$ cat src/rtl/uart_rx_param.sv
`timescale 1ns/1ps
`default_nettype none
// +----------------------------------------------------------------------------+
// | uart_rx_param : 16x-oversampled UART receiver, parameterised framing,      |
// |                 valid/ready output with overrun and break reporting        |
// | Revision      : 1.0                                                        |
// +----------------------------------------------------------------------------+
module uart_rx_param #(
   parameter int CLK_FREQ  = 25_000_000,
   parameter int BAUD      = 115200,
   parameter int DATA_BITS = 8,
   parameter int PARITY    = 0,
   parameter int STOP_BITS = 1
) (
   input  logic                 i_clk,
   input  logic                 i_rst_n,
   input  logic                 uart_rx,
   output logic [DATA_BITS-1:0] o_data,
   output logic                 o_valid,
   input  logic                 i_ready,
   output logic                 o_parity_err,
   output logic                 o_frame_err,
   output logic                 o_overrun,
   output logic                 o_break
);
   localparam int c_DIV   = (CLK_FREQ + 8 * BAUD) / (16 * BAUD);
   localparam int c_DIV_W = $clog2(c_DIV + 1);

   localparam logic [2:0] c_IDLE    = 3'd0;
   localparam logic [2:0] c_START   = 3'd1;
   localparam logic [2:0] c_DATA    = 3'd2;
   localparam logic [2:0] c_PAR     = 3'd3;
   localparam logic [2:0] c_STOP    = 3'd4;
   localparam logic [2:0] c_BRKWAIT = 3'd5;

   logic                 r_rx_meta, r_rx_sync, r_rx_prev;
   logic [2:0]           r_state, w_state_nxt;
   logic [c_DIV_W-1:0]   r_div_cnt;
   logic [3:0]           r_tick_cnt;
   logic [3:0]           r_bit_cnt;
   logic                 r_stop_cnt;
   logic                 r_s7, r_s8;
   logic [DATA_BITS-1:0] r_shift;
   logic                 r_par_bit, r_all_low, r_ferr_acc;
   logic [DATA_BITS-1:0] r_data;
   logic                 r_valid, r_perr, r_ferr, r_overrun, r_break;

   logic w_fall, w_start, w_tick, w_t9, w_t15, w_bit;
   logic w_last_data, w_last_stop, w_decide, w_brk, w_ferr, w_odd, w_perr;
   logic w_load, w_drop, w_brk_pulse;

   always_ff @(posedge i_clk or negedge i_rst_n) begin
      if (!i_rst_n) begin
         r_rx_meta <= 1'b1;
         r_rx_sync <= 1'b1;
         r_rx_prev <= 1'b1;
      end else begin
         r_rx_meta <= uart_rx;
         r_rx_sync <= r_rx_meta;
         r_rx_prev <= r_rx_sync;
      end
   end

   assign w_fall      = r_rx_prev & ~r_rx_sync;
   assign w_start     = (r_state == c_IDLE) && w_fall;
   assign w_tick      = (r_div_cnt == c_DIV_W'(c_DIV - 1));
   assign w_t9        = w_tick && (r_tick_cnt == 4'd9);
   assign w_t15       = w_tick && (r_tick_cnt == 4'd15);
   // Majority vote of the samples at ticks 7, 8 and the current tick 9
   assign w_bit       = (r_s7 & r_s8) | (r_s7 & r_rx_sync) | (r_s8 & r_rx_sync);
   assign w_last_data = (r_bit_cnt == 4'(DATA_BITS - 1));
   assign w_last_stop = (r_stop_cnt == 1'(STOP_BITS - 1));
   assign w_decide    = (r_state == c_STOP) && w_t9 && w_last_stop;
   assign w_brk       = r_all_low & ~w_bit;
   assign w_ferr      = r_ferr_acc | ~w_bit;
   assign w_odd       = (^r_shift) ^ r_par_bit;
   assign w_perr      = (PARITY == 1) ? ~w_odd : (PARITY == 2) ? w_odd : 1'b0;

   always_ff @(posedge i_clk or negedge i_rst_n) begin
      if (!i_rst_n) r_state <= c_IDLE;
      else          r_state <= w_state_nxt;
   end

   always_comb begin
      w_state_nxt = r_state;
      case (r_state)
         c_IDLE:    if (w_fall) w_state_nxt = c_START;
         c_START:   if (w_t9 && w_bit) w_state_nxt = c_IDLE;
                    else if (w_t15) w_state_nxt = c_DATA;
         c_DATA:    if (w_t15 && w_last_data) w_state_nxt = (PARITY != 0) ? c_PAR : c_STOP;
         c_PAR:     if (w_t15) w_state_nxt = c_STOP;
         c_STOP:    if (w_decide) w_state_nxt = w_brk ? c_BRKWAIT : c_IDLE;
         c_BRKWAIT: if (w_tick && r_rx_sync && (r_tick_cnt == 4'd15)) w_state_nxt = c_IDLE;
         default:   w_state_nxt = c_IDLE;
      endcase
   end

   always_comb begin
      w_load      = w_decide && !w_brk && (!r_valid || i_ready);
      w_drop      = w_decide && !w_brk && r_valid && !i_ready;
      w_brk_pulse = w_decide && w_brk;
   end

   // In BRKWAIT the tick counter counts consecutive high ticks instead of bit phase
   always_ff @(posedge i_clk or negedge i_rst_n) begin
      if (!i_rst_n) begin
         r_div_cnt  <= '0;
         r_tick_cnt <= '0;
         r_s7       <= 1'b1;
         r_s8       <= 1'b1;
      end else begin
         r_div_cnt <= (w_start || w_tick) ? '0 : r_div_cnt + c_DIV_W'(1);
         if (w_start || w_brk_pulse)
            r_tick_cnt <= '0;
         else if (w_tick) begin
            if (r_state == c_BRKWAIT)
               r_tick_cnt <= r_rx_sync ? r_tick_cnt + 4'd1 : 4'd0;
            else
               r_tick_cnt <= r_tick_cnt + 4'd1;
         end
         if (w_tick && (r_tick_cnt == 4'd7)) r_s7 <= r_rx_sync;
         if (w_tick && (r_tick_cnt == 4'd8)) r_s8 <= r_rx_sync;
      end
   end

   always_ff @(posedge i_clk or negedge i_rst_n) begin
      if (!i_rst_n) begin
         r_shift    <= '0;
         r_bit_cnt  <= '0;
         r_stop_cnt <= 1'b0;
         r_par_bit  <= 1'b0;
         r_all_low  <= 1'b0;
         r_ferr_acc <= 1'b0;
      end else if (w_start) begin
         r_bit_cnt  <= '0;
         r_stop_cnt <= 1'b0;
         r_par_bit  <= 1'b0;
         r_all_low  <= 1'b1;
         r_ferr_acc <= 1'b0;
      end else begin
         case (r_state)
            c_DATA: begin
               if (w_t9) begin
                  r_shift <= {w_bit, r_shift[DATA_BITS-1:1]};
                  if (w_bit) r_all_low <= 1'b0;
               end
               if (w_t15) r_bit_cnt <= r_bit_cnt + 4'd1;
            end
            c_PAR: begin
               if (w_t9) begin
                  r_par_bit <= w_bit;
                  if (w_bit) r_all_low <= 1'b0;
               end
            end
            c_STOP: begin
               if (w_t9) begin
                  if (w_bit) r_all_low  <= 1'b0;
                  else       r_ferr_acc <= 1'b1;
               end
               if (w_t15) r_stop_cnt <= r_stop_cnt + 1'b1;
            end
            default: ;
         endcase
      end
   end

   always_ff @(posedge i_clk or negedge i_rst_n) begin
      if (!i_rst_n) begin
         r_data    <= '0;
         r_valid   <= 1'b0;
         r_perr    <= 1'b0;
         r_ferr    <= 1'b0;
         r_overrun <= 1'b0;
         r_break   <= 1'b0;
      end else begin
         r_overrun <= w_drop;
         r_break   <= w_brk_pulse;
         if (w_load) begin
            r_valid <= 1'b1;
            r_data  <= r_shift;
            r_perr  <= w_perr;
            r_ferr  <= w_ferr;
         end else if (r_valid && i_ready) begin
            r_valid <= 1'b0;
         end
      end
   end

   assign o_data       = r_data;
   assign o_valid      = r_valid;
   assign o_parity_err = r_perr;
   assign o_frame_err  = r_ferr;
   assign o_overrun    = r_overrun;
   assign o_break      = r_break;
endmodule
`default_nettype wire

$ cat config.mk
export PLATFORM = sky130hd
export DESIGN_NAME = uart_rx_param
export DESIGN_NICKNAME = d
export VERILOG_FILES = /design/src/rtl/uart_rx_param.sv
export SDC_FILE = /design/constraint.sdc
export NUM_CORES = 1
export LEC_CHECK = 0
export ABC_CLOCK_PERIOD_IN_PS = 2900
export BUFFER_PORTS_ARGS = -buffer_cell sky130_fd_sc_hd__buf_4
export CELL_PAD_IN_SITES_DETAIL_PLACEMENT = 1
export CELL_PAD_IN_SITES_GLOBAL_PLACEMENT = 2
export CORE_MARGIN = 2
export CORE_UTILIZATION = 39
export DETAILED_ROUTE_END_ITERATION = 16
export GPL_TIMING_DRIVEN = 0
export PLACE_DENSITY = 0.78
export SETUP_SLACK_MARGIN = 0.15
export SKIP_CTS_REPAIR_TIMING = 1
export SLEW_MARGIN = 20
export SYNTH_ARGS = -nofsm -noshare
export SYNTH_HDL_FRONTEND = slang
export SYNTH_SLANG_ARGS = --single-unit
$ cat constraint.sdc
create_clock -name i_clk -period 2.9 [get_ports i_clk]
set_input_delay 0.58 -clock i_clk [delete_from_list [all_inputs] [get_ports i_clk]]
set_output_delay 0.58 -clock i_clk [all_outputs]
set_load 0.02 [all_outputs]
### Word-level counts from Yosys, hierarchy flattened

Cells that the tools add are included.

* muxes and demuxes: 30
* $add $sub $neg: 4
* equality and inequality tests: 18
* reduce and logical (&&, ||, !) cells: 39
* bitwise logic cells: 12

Operators with widths (count)
* 4-bit 2-to-1 mux: 8
* 3-bit 2-to-1 mux: 8
* 3-bit one-hot mux with 6 select lines: 1
* 1-bit logical AND: 17
* 4-bit equality test (second input constant): 4
* 2-bit nonzero test: 8
* 1-bit 2-to-1 mux: 13
* 4-bit by 1-bit adder with 4-bit output (second input constant): 3
* 2-bit != test (second input constant): 6
* 3-bit AND reduction: 3
* 4-bit by 3-bit equality test with 1-bit output (second input constant): 2
* 3-bit by 2-bit equality test with 1-bit output (second input constant): 2
* 3-bit equality test (second input constant): 2
* 6-bit AND reduction: 1
* 1-bit bitwise AND: 5
* 1-bit inverter: 4
* 2-bit AND reduction: 2
* 3-bit by 1-bit equality test with 1-bit output (second input constant): 1
* 1-bit logical NOT: 3
* 3-bit logical NOT: 1
* 1-bit logical OR: 3
* 3-bit != test (second input constant): 1
* 1-bit bitwise OR: 3
* 3-bit OR reduction: 1
* 1-bit adder (second input constant): 1

* output and inout port bits: 13
* bits of input ports: 4
* logic and storage cells: 121
* flip-flop bits (word level): 43

### Longest topological paths before layout

Gate-level depths: netlist of the first run.

* depth in word-level cells: 9
* gate-level depth with buffers: 8
* depth with buffers taken out: 7

### Worst setup path after synthesis of the first run

Ideal clock, no wire load.

* kind: reg2reg
* from: register r_div_cnt[1]
* to: register r_data[0] (netlist: o_data[0])
* arrival time: 1.948 ns
* cell stages (with the launch flop): 8
* required time: 2.775 ns
* slack: 0.827 ns
* path buffers: 1
* period minus slack after synthesis: 2.073 ns
* library setup time: 0.125 ns
* cell sequence: dfrtp_1 -> inv_1 -> ha_1 -> nand4_4 -> or4_4 -> and4bb_1 -> buf_6 -> mux2_4

* word-level cells in the longest chain between the ends: 6

RTL lines
* from (decl): line 38 `logic [c_DIV_W-1:0] r_div_cnt;`
* from (signal assigned): line 112 `r_div_cnt <= (w_start || w_tick) ? '0 : r_div_cnt + c_DIV_W'(1);`
* 4-bit equality test: line 66 `assign w_tick = (r_div_cnt == c_DIV_W'(c_DIV - 1));`
* 1-bit logical AND: line 67 `assign w_t9 = w_tick && (r_tick_cnt == 4'd9);`
* 1-bit logical AND (2 in series): line 73 `assign w_decide = (r_state == c_STOP) && w_t9 && w_last_stop;`
* 1-bit logical AND (2 in series): line 99 `w_load = w_decide && !w_brk && (!r_valid || i_ready);`
* to (signal assigned): line 180 `r_data <= r_shift;`
* to (decl): line 45 `logic [DATA_BITS-1:0] r_data;`

No other way between the ends.
A chain may end at the register's enable or synchronous reset.

### Worst setup path in the final report of the first run

* from: register r_div_cnt[1]
* to: register r_shift[1]

* word-level cells in the longest chain between the ends: 3

RTL lines
* 4-bit equality test: line 66
* 1-bit logical AND: line 67
* 3-bit AND reduction (no line)
* to (signal assigned): line 144 `r_shift <= {w_bit, r_shift[DATA_BITS-1:1]};`
* to (decl): line 43 `logic [DATA_BITS-1:0] r_shift;`

No other way between the ends.

==> results.cfg, run 1 <==
[yosys]
yosys.area.top_type = dfrtp_1
synth_common_cells = dfrtp_1 (38), nor2_1 (21), nand2_1 (11), mux2_2 (10), mux2_4 (8)
syn_inst = 171
synth_simple_gate_area_share_pct = 17.2
synthAdderAreaFrac_pct = 4.24
synth_area_leaders = dfrtp_1 (47%), dfstp_2 (6.6%), mux2_4 (6.0%), mux2_2 (5.6%), nor2_1 (3.9%)
synthMuxAreaShare_pct = 12.1
synth.cell_area_sq_um = 2010
syn_nets = 181
yosys_warnings = 0
synth_top_area_share_pct = 47.4
ys_ff_latch = 43
synth_cell_types = 42
yosysMostFrequentCell = dfrtp_1
synth_top_family_by_area = simple AND/OR/NAND/NOR gates
synth_xor_area_share_pct = 2.62
synthArstFlopShare_pct = 100
syn_avg_cell_area_sq_um = 11.7
ys_seq_area_share_pct = 54.0
synth_compound_area_share_pct = 6.92
synth_flop_cell = dfrtp_1
synth-edff-count = 0

[drt]
drt_first_pass_iters = 4
drt_iter0_markers = 48
wl_mm = 3.87
wl_per_cell_um = 14.7
vias = 1328
drt-vias-per-instance = 5.03
ant_nets = 0
drc_errors = 0

[floorplanning]
die_y_um = 75.7
die_area_sq_um = 5730
core-area_sq_um = 5040
io_pins = 17
start_util_pct = 39.8
die_w_um = 75.7
num_rows = 26

[cts]
cts_tree = done
clk_pin_slew_worst_paths_ns = 0.09
cts_buffer_depth = 2
htreeDepth = 2
clock-sinks = 43
cts_root_buffer = clkbuf_8
clk_latency_ns = 0.30
cts_made_buffers = 5

[timing]
fin_crit_sh_pct = 79.0
worst_slack_ns = 0.609
period_minus_slack_ns = 2.29
rsz0062_at_grt = no
hold_viol = 0
fin_skew_ns = 0.00789
setup_tns_ns = 0
fmax_mhz = 436
drv_slew = 0
relSlewSlack_pct = 50.9
max_slew.worst_pin.slew_ns = 0.729
finalSetupViolCount = 0

[global_route]
grt_remaining_overflow = 0
antenna_found_initial = 0
grt_usage_pct = 15.6
grt_pass1_vias = 1379
grt_pass1_wl_mm = 6.52
grt_start_max_net_pins = 44

[critical_path]
required_ns = 3.08
max_stage_delay_ns = 0.48
critical_path.max_fanout = 8
cp_slowest_cell = nor3b_4
arrival_ns = 2.48
setup.worst_path.class = register to register
worstSetupEndpointType = register
r2r-end = r_shift[1]
worstRegToRegCells = 6
reg2reg_setup_slack_ns = 0.61
cp-start-kind = register
r2r_start = r_div_cnt[1]
startpoint = r_div_cnt[1]
path_cells = inv_1 -> ha_1 -> nand4_4 -> nor3_1 -> nor3b_4 -> mux2_2

[place]
post-place-cells = 256
pre_cts_slack_ns = 0.563
io_buffers = 15
gp_congestion = 0.844
dpl_cell_area_sq_um = 2210
dp_hpwl_mm = 2.79

[finish]
fin_cells = 264
syn_to_final_growth_pct = 14.7
drive_above_1_share_pct = 27.8
fin_area_sq_um = 2300
fillCellCount = 540
nets = 203
antenna_cells = 0

[power_and_ir_drop]
switching_share_pct = 31.2
seqPwrFrac_pct = 53.6
comb_power_share_pct = 16.2
total_power_w = 0.00130
irDropWorstVdd_mv = 0.273
p_leak_nw = 1.07
intPower_w = 0.000896
pwr_density_cell_nw_per_um2 = 566
power_frac_clock_pct = 30.2
p_sw_w = 0.000406

[hold_path]
worstHoldPathType = primary input to asynchronous set/reset pin

[outcome]
status = complete, no violations

[flow_run]
cap_viol_max_count = 0
==> through the flow <==
step	util, %	hold WS, ns
global route	45.6	0.301
global placement	43.7	0.346
floorplan	-	0.284
detailed placement	43.7	0.347
finish	45.6	0.250
CTS	45.6	0.282
==> registers in the layout (all words and copies together) (netlist names) <==
signal and flops:
r_stop_cnt 1, r_s7 1, r_ferr_acc 1, o_data 8
r_rx_sync 1, r_shift 8, r_tick_cnt 4, o_break 1
r_bit_cnt 4, r_div_cnt 4, r_all_low 1, r_s8 1
r_state 3, r_rx_meta 1, r_rx_prev 1, o_frame_err 1
o_valid 1, o_overrun 1
==> cells in the final DEF, fill, tap and decap left out, types with 3 or more instances in the layout <==
cell type / count
inv_1: 7
nor3_1: 4
a21oi_1: 4
nor2_1: 21
o21ai_0: 6
dfstp_2: 5
dfrtp_1: 38
buf_4: 16
clkbuf_1: 3
mux2_2: 10
mux2_4: 8
nand3_1: 4
xnor2_1: 3
nand2b_1: 6
clkbuf_8: 5
xor2_1: 3
nand2_1: 11
ha_1: 6
==> worst max-delay path by stage <==
stage	endpoint	slack, ns	cells past startpoint
6_report	r_shift[1]	0.61	6
5_1_grt	r_shift[1]	0.41	6
4_1_cts	r_shift[1]	0.57	6
3_5_place_dp	r_shift[1]	0.56	6
3_3_place_gp	r_shift[0]	0.67	6
2_1_floorplan	o_data[0]	0.83	7
==> critical path, delay by kind of cell (launching register included) <==
kind | cells | cell delay, ns
simple gates | 3 | 1.10
buf+inv | 1 | 0.06
flops | 1 | 0.41
fa+ha+maj | 1 | 0.22
mux | 1 | 0.39
==> per-layer routing <==
layer	part of all wire (%)	track usage [%]	wire length, um
met1	47	19.7	1800
met2	48	25.7	1870
met3	3.4	3.57	133
met4	1.6	6.43	63
met5	0	0	0
==> power groups by stage <==
stage,Clock (W),Sequential [W],Combinational [W]
finish,0.000394,0.000698,0.000210
global route,0.000431,0.000705,0.000249
CTS,0.000411,0.000700,0.000217
detailed placement,0,0.000712,0.000216
global placement,0,0.000706,0.000204
floorplan,0,0.000698,0.000158
==> cell families (layout without fill, tap and decap cells) <==
family          after synthesis  after routing
flops                        43             43
other cells                   1              1
fa+ha+maj                     7              7
buf+inv                      12             35
mux                          19             19
compound gates               21             21
xor+xnor                      6              6
simple gates                 62             62
==> final cells by class <==
type	count	area (sq um)	share of cell area, %
Buffer	5	30.0	1.31
Sequential cell	43	1080	47.1
Clock buffer	5	68.8	2.99
Inverter	7	26.3	1.14
Clock inverter	3	25.0	1.09
Timing Repair Buffer	15	113	4.90
Tap cell	70	87.6	3.81
Multi-Input combinational cell	116	867	37.7
Power figures use the tool's default switching activity.
==> run 2: changes to the inputs <==
ABC_AREA = 1   (was unset)
ABC_CLOCK_PERIOD_IN_PS = 2400   (was 2900)
CORE_UTILIZATION = 37   (was 39)
PLACE_DENSITY = 0.8   (was 0.78)
clock period = 2.4 ns   (was 2.9 ns; I/O delays follow)
==> results.cfg, run 2 <==
[outcome]
status = complete, no violations

[cts]
htreeDepth = 2
clk_latency_ns = 0.29
clk_pin_slew_worst_paths_ns = 0.08
cts_buffer_depth = 2
cts_root_buffer = clkbuf_8
cts_made_buffers = 5
cts_tree = done
clock-sinks = 43

[drt]
drt-met1-wl_mm = 1.85
drt-vias-per-instance = 4.73
wl_per_cell_um = 12.4
drt_first_pass_iters = 4
top_layer = met4
wl_met2_mm = 1.93
drc_errors = 0
dr_wl_met3_um = 104
ant_nets = 0
wl_mm = 3.93
vias = 1499
drt_iter0_markers = 75

[floorplanning]
die_w_um = 78.3
die_y_um = 78.3
start_util_pct = 37.8
num_rows = 27
io_pins = 17
die_area_sq_um = 6130
core-area_sq_um = 5410

[timing]
rsz0062_at_grt = no
max_slew.worst_pin.slew_ns = 0.554
drv_slew = 0
finalSetupViolCount = 0
worst_slack_ns = 0.642
hold_viol = 0
fin_skew_ns = 0.00525
period_minus_slack_ns = 1.76
fin_crit_sh_pct = 73.2
setup_tns_ns = 0
fmax_mhz = 569
relSlewSlack_pct = 63.1

[yosys]
synth.cell_area_sq_um = 2040
ys_ff_latch = 43
synth_common_cells = nand2_1 (54), dfrtp_1 (38), inv_1 (21), nor2_1 (20), nand3_1 (12)
synth_area_leaders = dfrtp_1 (47%), nand2_1 (9.9%), dfstp_2 (6.4%), inv_1 (3.9%), o21ai_2 (3.9%)
yosys_warnings = 0
synthArstFlopShare_pct = 100
synth-edff-count = 0
syn_inst = 223
yosys.area.top_type = dfrtp_1
ys_seq_area_share_pct = 53.0
synth_flop_cell = dfrtp_1
synth_top_area_share_pct = 46.5
syn_nets = 233
synth_cell_types = 30
yosysMostFrequentCell = nand2_1
syn_avg_cell_area_sq_um = 9.16

[global_route]
grt_start_max_net_pins = 44
grt_remaining_overflow = 0
grt_usage_pct = 14.9
antenna_found_initial = 0
grt_pass1_vias = 1570
grt_pass1_wl_mm = 7.16

[critical_path]
worstSetupEndpointType = register
required_ns = 2.59
worstRegToRegCells = 8
startpoint = r_rx_sync
arrival_ns = 1.95
r2r_start = r_rx_sync
setup.worst_path.class = register to register
cp-start-kind = register
critical_path.max_fanout = 7
reg2reg_setup_slack_ns = 0.64
r2r-end = r_tick_cnt[1]

[finish]
drive_above_1_share_pct = 22.0
fin_cells = 317
syn_to_final_growth_pct = 14.2
nets = 255
layout_common_cells = nand2_1 (54), dfrtp_1 (38), inv_1 (21)
antenna_cells = 0
layout_commonest_cell = nand2_1

[power_and_ir_drop]
p_leak_nw = 1.12
irDropWorstVdd_mv = 0.384
power_frac_clock_pct = 30.1
switching_share_pct = 29.0
pwr_density_cell_nw_per_um2 = 662
comb_power_share_pct = 15.3
p_sw_w = 0.000449
seqPwrFrac_pct = 54.7
total_power_w = 0.00155
intPower_w = 0.00110

[place]
io_buffers = 15
pre_cts_slack_ns = 0.616
dp_hpwl_mm = 2.89
gp_congestion = 0.778
post-place-cells = 310

[hold_path]
worstHoldPathType = primary input to asynchronous set/reset pin

[flow_run]
cap_viol_max_count = 0
## run 2: routing by layer
layer	vias to the layer above	GRT usage (%)
li1	757	-
met5	-	0
met1	720	19.0
met3	5	4.14
met2	17	24.7
met4	0	4.74
## run 2: worst max-delay path by stage
| stage | to | slack (ns) |
|---|---|---|
| detailed placement | r_tick_cnt[1] | 0.62 |
| finish | r_tick_cnt[1] | 0.64 |
| global route | r_tick_cnt[1] | 0.38 |
| floorplan | o_data[5] | 0.88 |
| CTS | r_tick_cnt[1] | 0.60 |
| global placement | r_tick_cnt[1] | 0.60 |
## run 2: worst max-delay path, cell delays in order (launching register included)
cell and delay [ns]:
dfstp_2 0.38, inv_1 0.17, nand2_1 0.07, o21ai_1 0.22, nand2_1 0.24, o21bai_1 0.35
nor2_1 0.10, nand2_1 0.07, nand2_1 0.04
## run 2: logic make-up (layout without fill, tap and decap cells)
family / count (synthesis) / after routing / share of synthesized area, %
flops: 43 / 43 / 53.0
compound gates: 34 / 34 / 10.2
xor+xnor: 3 / 3 / 1.29
fa+ha+maj: 6 / 6 / 3.67
simple gates: 108 / 108 / 25.5
mux: 1 / 1 / 0.551
buf+inv: 27 / 49 / 5.63
other cells: 1 / 1 / 0.184
## run 2: final cells by class
class,instances,area (sq um)
tap,72,90.1
inverter,24,91.3
fill,638,3070
sequential,43,1080
buffer,3,23.8
clock inverter,1,5.00
multi-input combinational,153,846
clock buffer,6,82.6
timing repair buffer,15,113
## run 2: power by group through the flow
stage,combinational [W],sequential [W],clock [W]
6_report,0.000236,0.000845,0.000465
5_1_grt,0.000289,0.000856,0.000521
4_1_cts,0.000243,0.000848,0.000493
3_5_place_dp,0.000241,0.000860,0
2_1_floorplan,0.000185,0.000845,0
3_3_place_gp,0.000235,0.000859,0
## run 2: stage by stage
stage / area, sq um / util (%) / hold WS (ns)
finish: 2330 / 43.2 / 0.163
global route: 2330 / 43.2 / 0.201
CTS: 2330 / 43.2 / 0.188
detailed placement: 2250 / 41.6 / 0.347
global placement: 2250 / 41.6 / 0.346
floorplan: 2040 / - / 0.184
